**src/rtl/imem_browse_ctrl.sv**
```systemverilog
// IMem browser: debounced next/prev stepping, optional auto-scan, and
// a latched 32-bit word shown as alternating 16-bit halves.
// Ports:
//   i_clk, i_reset            : clock, synchronous active-high reset
//   i_btn_next, i_btn_prev    : raw buttons (step +1 / -1)
//   i_auto_en                 : auto-scan enable level
//   o_imem_addr, i_imem_rdata : IMem word address / combinational data
//   o_displayed_number        : selected half of the latched word
//   o_half_sel                : 0 = low half shown, 1 = high half
//   o_wrap                    : one-cycle pulse on address wrap
module imem_browse_ctrl #(
  parameter int ADDR_WIDTH      = 6,
  parameter int DEBOUNCE_CYCLES = 1_000_000,
  parameter int SCAN_PERIOD     = 100_000_000,
  parameter int HALF_PERIOD     = 50_000_000
) (
  input  logic                  i_clk,
  input  logic                  i_reset,
  input  logic                  i_btn_next,
  input  logic                  i_btn_prev,
  input  logic                  i_auto_en,
  output logic [ADDR_WIDTH-1:0] o_imem_addr,
  input  logic [31:0]           i_imem_rdata,
  output logic [15:0]           o_displayed_number,
  output logic                  o_half_sel,
  output logic                  o_wrap
);

  localparam int DW = $clog2(DEBOUNCE_CYCLES);
  localparam int SW = $clog2(SCAN_PERIOD);
  localparam int HW = $clog2(HALF_PERIOD);
  localparam logic [DW-1:0] DMAX = DW'(DEBOUNCE_CYCLES - 1);
  localparam logic [SW-1:0] SMAX = SW'(SCAN_PERIOD - 1);
  localparam logic [HW-1:0] HMAX = HW'(HALF_PERIOD - 1);

  typedef enum logic [1:0] {
    LOAD    = 2'd0,
    SHOW_LO = 2'd1,
    SHOW_HI = 2'd2
  } state_t;

  state_t r_state;
  state_t w_next;

  // bit 0 = next, bit 1 = prev, bit 2 = auto_en
  logic [2:0] r_s1;
  logic [2:0] r_s2;

  logic [1:0]    r_db;
  logic [DW-1:0] r_dcnt [2];
  logic [1:0]    w_rise;

  logic [SW-1:0]         r_scan_cnt;
  logic [HW-1:0]         r_half_cnt;
  logic [ADDR_WIDTH-1:0] r_addr;
  logic [31:0]           r_word;
  logic                  r_half_sel;
  logic                  r_wrap;

  logic w_up_btn;
  logic w_dn;
  logic w_btn;
  logic w_scan_hit;
  logic w_up;
  logic w_step;

  always_ff @(posedge i_clk) begin
    if (i_reset) begin
      r_s1 <= '0;
      r_s2 <= '0;
    end else begin
      r_s1 <= {i_auto_en, i_btn_prev, i_btn_next};
      r_s2 <= r_s1;
    end
  end

  // Rising debounced edge is seen in the same cycle the level flips.
  always_comb begin
    w_rise = '0;
    for (int i = 0; i < 2; i++) begin
      w_rise[i] = r_s2[i] & ~r_db[i] & (r_dcnt[i] == DMAX);
    end
  end

  always_ff @(posedge i_clk) begin
    for (int i = 0; i < 2; i++) begin
      if (i_reset) begin
        r_db[i]   <= 1'b0;
        r_dcnt[i] <= '0;
      end else if (r_s2[i] == r_db[i]) begin
        r_dcnt[i] <= '0;
      end else if (r_dcnt[i] == DMAX) begin
        r_db[i]   <= r_s2[i];
        r_dcnt[i] <= '0;
      end else begin
        r_dcnt[i] <= r_dcnt[i] + 1'b1;
      end
    end
  end

  // Simultaneous next+prev cancel out and count as no button activity.
  assign w_up_btn   = w_rise[0] & ~w_rise[1];
  assign w_dn       = w_rise[1] & ~w_rise[0];
  assign w_btn      = w_up_btn | w_dn;
  assign w_scan_hit = r_s2[2] & (r_state != LOAD)
                    & (r_scan_cnt == SMAX) & ~w_btn;
  assign w_up       = w_up_btn | w_scan_hit;
  assign w_step     = w_up | w_dn;

  always_ff @(posedge i_clk) begin
    if (i_reset) begin
      r_scan_cnt <= '0;
    end else if (w_btn || !r_s2[2]) begin
      r_scan_cnt <= '0;
    end else if (r_state != LOAD) begin
      if (r_scan_cnt == SMAX) r_scan_cnt <= '0;
      else                    r_scan_cnt <= r_scan_cnt + 1'b1;
    end
  end

  always_ff @(posedge i_clk) begin
    if (i_reset) begin
      r_addr <= '0;
      r_wrap <= 1'b0;
    end else begin
      r_wrap <= (w_up && (r_addr == '1)) || (w_dn && (r_addr == '0));
      if (w_up)      r_addr <= r_addr + 1'b1;
      else if (w_dn) r_addr <= r_addr - 1'b1;
    end
  end

  always_ff @(posedge i_clk) begin
    if (i_reset) r_state <= LOAD;
    else         r_state <= w_next;
  end

  always_comb begin
    w_next = r_state;
    unique case (r_state)
      LOAD:    w_next = w_step ? LOAD : SHOW_LO;
      SHOW_LO: begin
        if (w_step)                  w_next = LOAD;
        else if (r_half_cnt == HMAX) w_next = SHOW_HI;
      end
      SHOW_HI: begin
        if (w_step)                  w_next = LOAD;
        else if (r_half_cnt == HMAX) w_next = SHOW_LO;
      end
      default: w_next = LOAD;
    endcase
  end

  always_ff @(posedge i_clk) begin
    if (i_reset) begin
      r_word     <= '0;
      r_half_sel <= 1'b0;
      r_half_cnt <= '0;
    end else if (r_state == LOAD) begin
      r_word     <= i_imem_rdata;
      r_half_sel <= 1'b0;
      r_half_cnt <= '0;
    end else if (!w_step) begin
      if (r_half_cnt == HMAX) begin
        r_half_cnt <= '0;
        r_half_sel <= (r_state == SHOW_LO);
      end else begin
        r_half_cnt <= r_half_cnt + 1'b1;
      end
    end
  end

  assign o_imem_addr        = r_addr;
  assign o_wrap             = r_wrap;
  assign o_half_sel         = r_half_sel;
  assign o_displayed_number = r_half_sel ? r_word[31:16] : r_word[15:0];

endmodule

```
**config.mk**
```make
export PLATFORM = sky130hd
export DESIGN_NAME = imem_browse_ctrl
export DESIGN_NICKNAME = d
export VERILOG_FILES = /design/src/rtl/imem_browse_ctrl.sv
export SDC_FILE = /design/constraint.sdc
export NUM_CORES = 1
export LEC_CHECK = 0
export CAP_MARGIN = 5
export CORE_ASPECT_RATIO = 1.1
export CORE_MARGIN = 4
export CORE_UTILIZATION = 52
export DETAILED_ROUTE_END_ITERATION = 8
export PLACE_DENSITY = 0.76
export SLEW_MARGIN = 20
export SYNTH_ARGS = -nofsm -noshare
export SYNTH_HDL_FRONTEND = slang
export SYNTH_SLANG_ARGS = --single-unit
```
**constraint.sdc**
```tcl
create_clock -name i_clk -period 3.6 [get_ports i_clk]
set_input_delay 0.54 -clock i_clk [delete_from_list [all_inputs] [get_ports i_clk]]
set_output_delay 0.54 -clock i_clk [all_outputs]
set_load 0.02 [all_outputs]
```
==> results of run 1 <==
kinds of logic after synthesis:
logic type               synth area share (%)
buffers and inverters                    3.18
AND/OR/NAND/NOR                          27.5
AO/OA/AOI/OAI                            8.46
adder cells (fa/ha/maj)                  1.61
flip-flops                               46.5
multiplexers                             3.93
XOR/XNOR                                 8.74
other                                  0.0535
routing by layer:
metal / track usage (%) / up-vias / wire (um)
met5: 0 / - / 0
met4: 9.07 / 0 / 431
met3: 4.98 / 38 / 661
met2: 36.3 / 153 / 7780
met1: 22.6 / 2817 / 6440
li1: - / 2893 / -
stage by stage:
stage               area (um^2)  hold slack, ns  std cells  setup slack [ns]  power [mW]
global placement           7960           0.431       1011             0.160        1.95
global route               8530           0.466       1043            0.0124        3.68
floorplan                  7170           0.414        804           0.00980        1.87
CTS                        8510           0.442       1043            0.0315        3.58
detailed placement         7960           0.429       1011            0.0585        1.96
finish                     8530           0.436       1043             0.164        3.55
worst paths after layout:
path                      start       endpoint  slack [ns]  cells past startpoint
hold reg to reg         r_s1[1]        r_s2[1]        0.44                      1
hold / removal          r_s1[1]        r_s2[1]        0.44                      1
setup reg to reg  r_dcnt[1][11]  r_half_cnt[5]        0.16                     12
setup / recovery  r_dcnt[1][11]  r_half_cnt[5]        0.16                     12
sequential cells by signal (all words and copies together) (netlist names):
register / flops
r_word: 32
r_s1: 3
o_half_sel: 1
r_half_cnt: 26
r_dcnt: 40
r_s2: 3
r_state: 2
o_imem_addr: 6
r_db: 2
r_scan_cnt: 27
o_wrap: 1
Yosys cell counts (all sizes together) (3+ instances only):
cell,number
dfxtp,103
nand2,102
nor2,99
a21oi,54
edfxtp,40
xnor2,35
xor2,35
nand3,34
nand4,26
mux2,20
and3,18
buf,18
clkbuf,17
or4,13
and4,12
nor3,12
o31ai,12
inv,11
nor2b,10
nor4,10
ha,9
o21ai,8
or3,7
a311oi,5
a31oi,5
mux2i,5
nand3b,5
and2,4
nand2b,4
nor3b,4
nor4b,3
or4b,3
worst max-delay path: stages, from the launching register on:
cell      delay, ns
edfxtp_1       0.40
or4b_4         0.55
or4_4          0.57
nor2_2         0.11
nand2_1        0.08
inv_1          0.06
ha_1           0.23
and2_4         0.18
buf_4          0.14
and3_1         0.17
buf_12         0.18
or4_1          0.51
a21oi_1        0.18
timing repair:
item / 4_1_cts / 5_1_grt
hold endpoints to repair: 0 / 0
endpoints found under the setup margin: 0 / 25
gates resized for setup: 0 / 6
report_power, final:
part	leakage (nW)	internal, mW	switching [mW]
registers	1.25	1.70	0.0315
logic	1.51	0.0977	0.100
clock network	0.280	0.969	0.659
total	3.04	2.76	0.790
final cells by class:
class | count | area (um^2) | area share [%]
Tap cell | 161 | 201 | 2.36
Sequential cell | 143 | 3260 | 38.2
Clock buffer | 22 | 495 | 5.81
Multi-Input combinational cell | 615 | 3710 | 43.4
Clock inverter | 10 | 60.1 | 0.704
Inverter | 11 | 41.3 | 0.484
Timing Repair Buffer | 81 | 766 | 8.97
==> reports/metrics.yaml, run 1 <==
status:
  status: "finished, final reports clean"
floorplan:
  core-area_um2: 13200
  die_area_um2: 15400
  ios: 61
  die_h_um: 130
  die_w_um: 119
  core.rowCount: 44
  start_util_pct: 53.1
global_route:
  grt_pass1_vias: 5738
  grt_max_degree: 37
  grt_usage_pct: 20.1
  grt_pass1_wl_um: 25600
  grt_overflow: 0
  antenna_found_initial: 0
yosys:
  syn-cell-area_um2: 7010
  ys_types: 62
  synth_edf_count: 40
  synthTopCellsByArea: "dfxtp_1, edfxtp_1, nand2_1"
  seq_area_frac_synth_pct: 46.5
  synth.avg_cell_area_um2: 9.17
  netlist_instances: 765
  async_flop_share_pct: 0
  ys_ff_latch: 143
  synth_top_area_share_pct: 29.4
  synth_largest_area_cell: "dfxtp_1"
  synth_flop_cell: "dfxtp_1"
  yosysWarnings: 0
critical_path:
  critPathMaxFanout: 36
  worstSetupPathType: "reg -> reg"
  cp.arrival_ns: 3.78
  cp-end-kind: "flip-flop"
  worstSetupStartpointType: "flip-flop"
  cp.required_ns: 3.94
clocking:
  clk_pin_slew_ns: 0.06
  cts_tree: "yes"
  cts_hold_buf: 0
  htreeDepth: 4
  max-clock-path-buffers: 2
  numClockSinks: 143
  numCtsBuffers: 17
  root_buffer: "clkbuf_16"
  clock_latency_ns: 0.42
  cts_setup_buffers: 0
min_path:
  worstHoldPathType: "reg -> reg"
sta:
  max_freq_mhz: 291
  max-slew-margin-rel_pct: 43.3
  setup_violations: 0
  finalCritPeriodShare_pct: 95.5
  fin_worst_skew_ns: 0.00815
  tightest_slew_ns: 0.850
  hold_viol: 0
  setup_tns_ns: 0
  rsz0062_at_grt: "false"
  slew_violations: 0
  min_period_ns: 3.44
routing:
  wl_per_cell_um: 14.7
  vias_per_cell: 5.66
  drc: 0
  wirelength_um: 15300
  drtIter0Drc: 456
  ant_nets: 0
  vias: 5901
  first_pass_iters: 5
flow_run:
  drv_cap: 0
cells_and_area:
  fillers: 1054
  mostFrequentLayoutCells: "dfxtp_1, nand2_1, nor2_1, clkdlybuf4s50_1, a21oi_1"
  final_common_cell: "dfxtp_1"
  area_delta_synth_final_pct: 21.7
  fin_util_pct: 64.6
  nets: 915
  drive_gt1_share_pct: 10.2
  antenna_cells: 0
place:
  hpwl_um: 10700
  gp_congestion: 0.814
  io_buffers: 60
pwr:
  ir_drop_v: 0.000328
  p_leak_nw: 3.04
  p_per_area_nw_per_um2: 417
Power figures use the tool's default switching activity.
==> inputs of run 2 (changes only) <==
Settings changed: CTS_CLUSTER_SIZE set to 25.
==> results of run 2 <==
Final layout, timing and power as in run 1 (identical DEF).
